`config.mk`:
```
export PLATFORM = sky130hd
export DESIGN_NAME = wb_regfile_flat
export DESIGN_NICKNAME = d
export VERILOG_FILES = /design/src/rtl/wb_regfile_if.sv /design/src/rtl/wb_regfile.sv /design/src/flat_wrapper.sv
export SDC_FILE = /design/constraint.sdc
export NUM_CORES = 2
export LEC_CHECK = 0
export CAP_MARGIN = 20
export CORE_MARGIN = 3
export CORE_UTILIZATION = 29
export DETAILED_ROUTE_END_ITERATION = 8
export SETUP_SLACK_MARGIN = 0.2
export SLEW_MARGIN = 40
export SYNTH_ARGS = -nofsm -noshare
export SYNTH_HDL_FRONTEND = slang
export SYNTH_SLANG_ARGS = --single-unit
```
`constraint.sdc`:
```
create_clock -name clk -period 2.55 [get_ports clk]
set_input_delay 0.3825 -clock clk [delete_from_list [all_inputs] [get_ports clk]]
set_output_delay 0.3825 -clock clk [all_outputs]
set_load 0.01 [all_outputs]
```
`src/rtl/wb_regfile_if.sv`:
```
// Writeback/decode bus for wb_regfile: MEM/WB writeback inputs, decode read ports, forwarding result.
interface wb_regfile_if #(
    parameter int DATA_W = 32,
    parameter int ADDR_W = 5,
    parameter int CNT_W  = 32
);
    logic              regwrite_w;
    logic              memtoreg_w;
    logic [DATA_W-1:0] readdata_w;
    logic [DATA_W-1:0] execout_w;
    logic [ADDR_W-1:0] writereg_w;
    logic [ADDR_W-1:0] ra1;
    logic [ADDR_W-1:0] ra2;
    logic [DATA_W-1:0] rd1;
    logic [DATA_W-1:0] rd2;
    logic [DATA_W-1:0] result_w;
    logic [CNT_W-1:0]  wb_count;

    modport master (
        output regwrite_w, memtoreg_w, readdata_w, execout_w, writereg_w, ra1, ra2,
        input  rd1, rd2, result_w, wb_count
    );

    modport slave (
        input  regwrite_w, memtoreg_w, readdata_w, execout_w, writereg_w, ra1, ra2,
        output rd1, rd2, result_w, wb_count
    );
endinterface

```
`src/rtl/wb_regfile.sv`:
```
// Writeback mux plus 2**ADDR_W-entry register file with two async read ports and a commit counter.
// Define WB_REGFILE_BYPASS_EN to forward the value being committed to the read ports in the same cycle.
module wb_regfile #(
    parameter int DATA_W = 32,
    parameter int ADDR_W = 5,
    parameter int CNT_W  = 32
) (
    input  logic         clk,
    input  logic         reset,
    wb_regfile_if.slave  wb
);
    localparam int unsigned NREGS = 2 ** ADDR_W;

    logic [DATA_W-1:0] r_regs [NREGS];
    logic [CNT_W-1:0]  r_count;
    logic [DATA_W-1:0] w_result;
    logic              w_commit;
    logic [DATA_W-1:0] w_rd1;
    logic [DATA_W-1:0] w_rd2;

    assign w_result = wb.memtoreg_w ? wb.readdata_w : wb.execout_w;
    assign w_commit = wb.regwrite_w && (wb.writereg_w != '0);

    always_ff @(posedge clk or negedge reset) begin
        if (!reset) begin
            for (int unsigned i = 0; i < NREGS; i++) begin
                r_regs[i] <= '0;
            end
            r_count <= '0;
        end else if (w_commit) begin
            r_regs[wb.writereg_w] <= w_result;
            r_count               <= r_count + CNT_W'(1);
        end
    end

    always_comb begin
        w_rd1 = r_regs[wb.ra1];
        w_rd2 = r_regs[wb.ra2];
`ifdef WB_REGFILE_BYPASS_EN
        if (w_commit && (wb.ra1 == wb.writereg_w)) w_rd1 = w_result;
        if (w_commit && (wb.ra2 == wb.writereg_w)) w_rd2 = w_result;
`endif
        // Index 0 reads zero regardless of storage or bypass.
        if (wb.ra1 == '0) w_rd1 = '0;
        if (wb.ra2 == '0) w_rd2 = '0;
    end

    assign wb.rd1      = w_rd1;
    assign wb.rd2      = w_rd2;
    assign wb.result_w = w_result;
    assign wb.wb_count = r_count;
endmodule

```
`src/flat_wrapper.sv`:
```
// flat-port wrapper written by rule: the top's interface ports become plain ports
module wb_regfile_flat 
#(
    parameter int DATA_W = 32,
    parameter int ADDR_W = 5,
    parameter int CNT_W  = 32
)
  (clk, reset, wb_regwrite_w, wb_memtoreg_w, wb_readdata_w, wb_execout_w, wb_writereg_w, wb_ra1, wb_ra2, wb_rd1, wb_rd2, wb_result_w, wb_wb_count);
  wb_regfile_if #(.DATA_W(DATA_W), .ADDR_W(ADDR_W), .CNT_W(CNT_W)) wb_i ();
  input  logic clk;
  input  logic reset;
  input wire logic [$bits(wb_i.regwrite_w)-1:0] wb_regwrite_w;
  input wire logic [$bits(wb_i.memtoreg_w)-1:0] wb_memtoreg_w;
  input wire logic [$bits(wb_i.readdata_w)-1:0] wb_readdata_w;
  input wire logic [$bits(wb_i.execout_w)-1:0] wb_execout_w;
  input wire logic [$bits(wb_i.writereg_w)-1:0] wb_writereg_w;
  input wire logic [$bits(wb_i.ra1)-1:0] wb_ra1;
  input wire logic [$bits(wb_i.ra2)-1:0] wb_ra2;
  output wire logic [$bits(wb_i.rd1)-1:0] wb_rd1;
  output wire logic [$bits(wb_i.rd2)-1:0] wb_rd2;
  output wire logic [$bits(wb_i.result_w)-1:0] wb_result_w;
  output wire logic [$bits(wb_i.wb_count)-1:0] wb_wb_count;
  assign wb_i.regwrite_w = wb_regwrite_w;
  assign wb_i.memtoreg_w = wb_memtoreg_w;
  assign wb_i.readdata_w = wb_readdata_w;
  assign wb_i.execout_w = wb_execout_w;
  assign wb_i.writereg_w = wb_writereg_w;
  assign wb_i.ra1 = wb_ra1;
  assign wb_i.ra2 = wb_ra2;
  assign wb_rd1 = wb_i.rd1;
  assign wb_rd2 = wb_i.rd2;
  assign wb_result_w = wb_i.result_w;
  assign wb_wb_count = wb_i.wb_count;
  wb_regfile #(.DATA_W(DATA_W), .ADDR_W(ADDR_W), .CNT_W(CNT_W)) u_core (.clk(clk), .reset(reset), .wb(wb_i));
endmodule
```
After elaboration in Yosys (flattened, before gate mapping)
Index checks and enable logic that the tools add are counted.
- register bits after elaboration: 1056
- input port bits: 83
- output and inout port bits: 128
- word-level logic and storage cells: 58
- reduce and logical (&&, ||, !) cells: 5
- bitwise gates (word level): 3
- add/subtract/negate cells: 1
- magnitude comparators: 4
- multiplexer cells: 12
- operators by type and width (cell ; count):
    1024-bit bitwise mux ; 1
    32-bit binary-select mux with 5-bit select ; 2
    32-bit 2-to-1 mux ; 8
    32-bit demux with 5-bit select ; 1
    32-bit by 1-bit adder with 32-bit output (second input constant) ; 1
    6-bit greater-or-equal comparator (second input constant) ; 3
    5-bit inverter with 6-bit output ; 3
    5-bit zero test ; 2
    6-bit by 1-bit < comparator with 1-bit output (second input constant) ; 1
    5-bit nonzero test ; 1
    1-bit logical AND ; 2

Depth between registers and ports, before layout
- depth after elaboration: 6
- depth in mapped cells: 7
- mapped depth without buffers: 5

Worst setup path before layout
OpenSTA, ideal clock, no wires.
- path type: input to output
- start: input wb_ra1[1]
- end: output wb_rd1[12]
- arrival: 1.860 ns
- required time: 2.168 ns
- setup slack: 0.307 ns
- cell stages on the path: 7
- buffers on the path: 3
- cell sequence: buf_4 -> buf_4 -> nor2b_1 -> clkbuf_1 -> a221oi_1 -> o21ai_0 -> a311oi_1
- longest elaborated chain between the ends: 5
- elaborated cells on any way between the ends: 6
- classes of those cells: 4 x mux; 1 x bitwise; 1 x reduce/logical
- RTL lines (what ; line ; RTL):
    from (decl) ; flat_wrapper.sv:17 ; input wire logic [$bits(wb_i.ra1)-1:0] wb_ra1;
    5-bit inverter with 6-bit output (implied by the code) ; wb_regfile.sv:37 ; w_rd1 = r_regs[wb.ra1];
    32-bit binary-select mux with 5-bit select ; wb_regfile.sv:37 ;
    32-bit 2-to-1 mux (implied by the code) (2 in a row) ; wb_regfile.sv:37 ;
    32-bit 2-to-1 mux (*) ; wb_regfile.sv:44 ; if (wb.ra1 == '0) w_rd1 = '0;
    to (decl) ; flat_wrapper.sv:19 ; output wire logic [$bits(wb_i.rd1)-1:0] wb_rd1;
Mark *: on every way between the ends. The rest lies on a longest branch, timed or not. The select of a mux whose other input is x is not followed.

Worst setup path after layout
- start: register u_core.r_regs[540] (netlist name)
- end: output wb_rd1[28]
- longest elaborated chain between the ends: 4
- RTL lines (what ; line ; RTL):
    from (decl) ; wb_regfile.sv:14 ; logic [DATA_W-1:0] r_regs [NREGS];
    from (signal, indexed assignment) ; wb_regfile.sv:31 ; r_regs[wb.writereg_w] <= w_result;
    32-bit binary-select mux with 5-bit select ; wb_regfile.sv:37 ;
    32-bit 2-to-1 mux (implied by the code) (2 in a row) ; wb_regfile.sv:37 ;
    32-bit 2-to-1 mux ; wb_regfile.sv:44 ;
Every way passes these cells. The select of a mux whose other input is x is not followed.

==> flow_metrics.tcl <==
set metrics [dict create \
    r2r_end "u_core.wb.wb_count[29]$_DFFE_PN0P_" \
    crit_type "flop to output pin" \
    failed_checks "setup timing" \
    critPathLaunchType "flop" \
    worstSetupStartpoint "u_core.r_regs[540]$_DFFE_PN0P_" \
    synth_edf_count 0 \
    min_period_ns 2.95 \
    hold_ws_ns 0.134 \
    slew_headroom_pct 41.6 \
    tritoncts "done" \
    n_fill_cell 17500 \
    crit_end "wb_rd1[28]" \
    slew_violations 0 \
    vias_per_cell 5.53 \
    place_hpwl_um 142000 \
    grt_pass1_vias 45200 \
    intPower_mw 37.6 \
    synth_top_cell_by_area "dfrtp_1" \
    power_frac_comb_pct 26.7 \
    die_area_um2 193000 \
    reg2reg_from "u_core.wb.wb_count[10]$_DFFE_PN0P_" \
    switchingPower_mw 16.6 \
    gr-total-overflow 0 \
    setup_violations 64 \
    grt_max_degree 113 \
    drc_errors 0 \
    rows 158 \
    firstDrtPassIters 6 \
    cp-end-kind "output pin" \
    ys_warn_count 0 \
    skew_ns 0.00418 \
    synth_top_area_share_pct 48.5 \
    fmax_ghz 0.339 \
    ys_ff_latch 1056 \
    status "finished, violations left" \
    antenna_found_initial 3 \
    gp_congestion 0.881 \
    syn_area_per_cell_um2 11.0 \
    ys_types 45 \
    seqPwrFrac_pct 42.9 \
    design.core.area_um2 186000 \
    drt.antenna.violating_nets 0 \
    drv_cap 0 \
    synthTopCellsByArea "dfrtp_1, mux4_2, a21oi_1" \
    syn2layout_area_growth_pct 31.7 \
    fin_util_pct 38.5 \
    start_util_pct 29.3 \
    die_h_um 439 \
    crit_required_ns 2.17 \
    dp_worst_setup_slack_ns -1.04 \
    ys.flop_type "dfrtp_1" \
    rsz0062_at_grt "true" \
    die_w_um 439 \
    io_pins 211 \
    finalCritPeriodShare_pct 116 \
    syn_nets 5027 \
    r2r_slack_ns 0.59 \
    nets 5589 \
    portBuffers 210 \
    grt_util_all_layers_pct 21.6 \
    power_density_nw_per_um2 756 \
    hold_path_class "input port to async pin" \
    p_leak_nw 30.1 \
    dr.first_iter.drc_count 4544 \
    syn_area_um2 54500 \
    drive_gt1_share_pct 33.9 \
    cts_max_level 3 \
    cts_buffers 104 \
    wire_per_inst_um 26.3 \
    switching_share_pct 30.6 \
    synth-seq-area-share_pct 48.5 \
    clk_latency_ns 0.70 \
    postSynthCellCount 4943 \
    vdd_drop_max_mv 0.601 \
    path_clk_slew_ns 0.07 \
    tightest_slew_ns 0.877 \
    multi_input_area_um2 28200 \
    regArea_um2 26400 \
    arrival_ns 2.56 \
    wl_um 212000 \
    num_vias 44600 \
    pwr-share-clk_pct 30.4 \
    final-hold-violation-count 0 \
    cts-root-buf "clkbuf_16" \
    rr_worst_depth 5 \
    cp_max_fo 3 \
    fin_ws_ns -0.397 \
    async_flop_share_pct 100 \
    grt_pass1_wl_um 311000 \
    cts_buffer_depth 3 \
    clock_sinks 1056 \
]
-- layout by cell type, fill, tap and decap left out, drive strengths merged --
cell,count
a211oi,64
a21oi,608
a221oi,19
a22oi,64
a311oi,64
and2,3
and3,3
and4,5
buf,860
bufinv,11
clkbuf,153
clkdlybuf4s50,134
clkinv,24
clkinvlp,2
dfrtp,1056
diode,1
dlygate4sd3,1
ha,1
inv,40
mux2,65
mux2i,160
mux4,448
nand2,487
nand2b,7
nand3,16
nand4,8
nor2,623
nor2b,74
nor3,26
nor3b,1
nor4,9
o2111ai,46
o211ai,1
o21a,1
o21ai,467
or2,2
or4,4
xnor2,9
xor2,22
-- stage by stage --
| step | TNS, ns | instances | total power [mW] | area, um2 |
|---|---|---|---|---|
| 3_5_place_dp | -45.11 | 7808 | 36.4 | 65500 |
| 2_1_floorplan | 0 | 4943 | 30.5 | 54500 |
| 5_1_grt | -17.47 | 8069 | 56.6 | 71700 |
| 4_1_cts | -17.56 | 8035 | 53.7 | 70700 |
| 3_3_place_gp | -46.74 | 7808 | 35.9 | 65500 |
| 6_report | -15.12 | 8069 | 54.2 | 71700 |
-- synth_stat cells (4+ instances only) --
| library cell | n |
|---|---|
| buf_4 | 20 |
| inv_1 | 39 |
| nor4_2 | 4 |
| xnor2_1 | 9 |
| mux2i_1 | 160 |
| nor3_2 | 11 |
| buf_2 | 138 |
| o21ai_0 | 467 |
| a311oi_1 | 64 |
| nand2_1 | 485 |
| nor4_4 | 4 |
| mux4_2 | 448 |
| a22oi_1 | 64 |
| a21oi_1 | 608 |
| nand2b_1 | 7 |
| xor2_1 | 22 |
| nor3_1 | 6 |
| o2111ai_1 | 45 |
| mux2_2 | 65 |
| clkbuf_1 | 369 |
| nand3_1 | 16 |
| dfrtp_1 | 1056 |
| nor2b_1 | 74 |
| a221oi_1 | 19 |
| a211oi_1 | 64 |
| buf_1 | 12 |
| and4_1 | 5 |
| nor3_4 | 9 |
| nand4_1 | 8 |
| nor2_1 | 621 |
-- final cells by class --
class | count | share of cell area (%)
multi-input cells | 3307 | 39.3
flip-flops and latches | 1056 | 36.9
repair buffers | 997 | 14.3
well taps | 2480 | 4.33
clock buffers | 151 | 4.32
clock inverters | 38 | 0.677
inverters | 39 | 0.211
diodes | 1 | 0.00349
-- worst max-delay path, cell delays in order, from the launching register on --
cell and delay (ns):
dfrtp_1 0.42, mux4_2 0.49, mux2_4 0.32, o21ai_4 0.18, a311oi_4 0.08, buf_4 0.23
buf_6 0.13
-- metal layers --
layer  global-route usage (%)  share of wire [%]
met2                     34.4                 47
met1                     27.0                 39
met5                        0             0.0075
met4                     13.8                6.9
met3                     3.81                7.4
-- power by group through the flow --
stage	logic (mW)	clock network, mW	registers [mW]
floorplan	8.05	0	22.5
global placement	12.7	0	23.2
detailed placement	13.1	0	23.4
CTS	13.9	16.7	23.1
global route	15.6	17.3	23.7
finish	14.5	16.5	23.3
-- state kept, by name (all words and copies together) (netlist names) --
signal,count
u_core.wb.wb_count,32
u_core.r_regs,1024
-- how the worst min path moves through the flow --
stage,slack (ns),startpoint,endpoint,depth (start not counted)
finish,0.13,reset,u_core.r_regs[568]$_DFFE_PN0P_,2
CTS,0.11,reset,u_core.r_regs[568]$_DFFE_PN0P_,2
detailed placement,0.29,reset,u_core.wb.wb_count[20]$_DFFE_PN0P_,1
floorplan,0.09,reset,u_core.r_regs[0]$_DFFE_PN0P_,0
global route,0.16,reset,u_core.r_regs[568]$_DFFE_PN0P_,2
global placement,0.29,reset,u_core.wb.wb_count[20]$_DFFE_PN0P_,1
-- repair_timing --
item | CTS | global route
setup endpoints to repair | 68 | 64
setup buffers | 37 | 31
gates cloned | 0 | 2
pin swaps | 79 | 63
hold endpoints to repair | 189 | 0
hold buffers | 1 | 0
resized for setup | 659 | 133
-- cell families (layout without fill, tap and decap cells) --
| kind of cell | after synthesis | after routing | share of synthesized area [%] |
|---|---|---|---|
| adders and majority gates | 1 | 1 | 0.0230 |
| other | 0 | 1 | 0 |
| muxes | 673 | 673 | 22.8 |
| buffers and inverters | 580 | 1225 | 4.49 |
| AOI/OAI and AO/OA | 1334 | 1334 | 13.8 |
| and+or+nand+nor | 1268 | 1268 | 9.88 |
| xor gates and xnor gates | 31 | 31 | 0.499 |
| DFF | 1056 | 1056 | 48.5 |
Power figures use the tool's default switching activity.
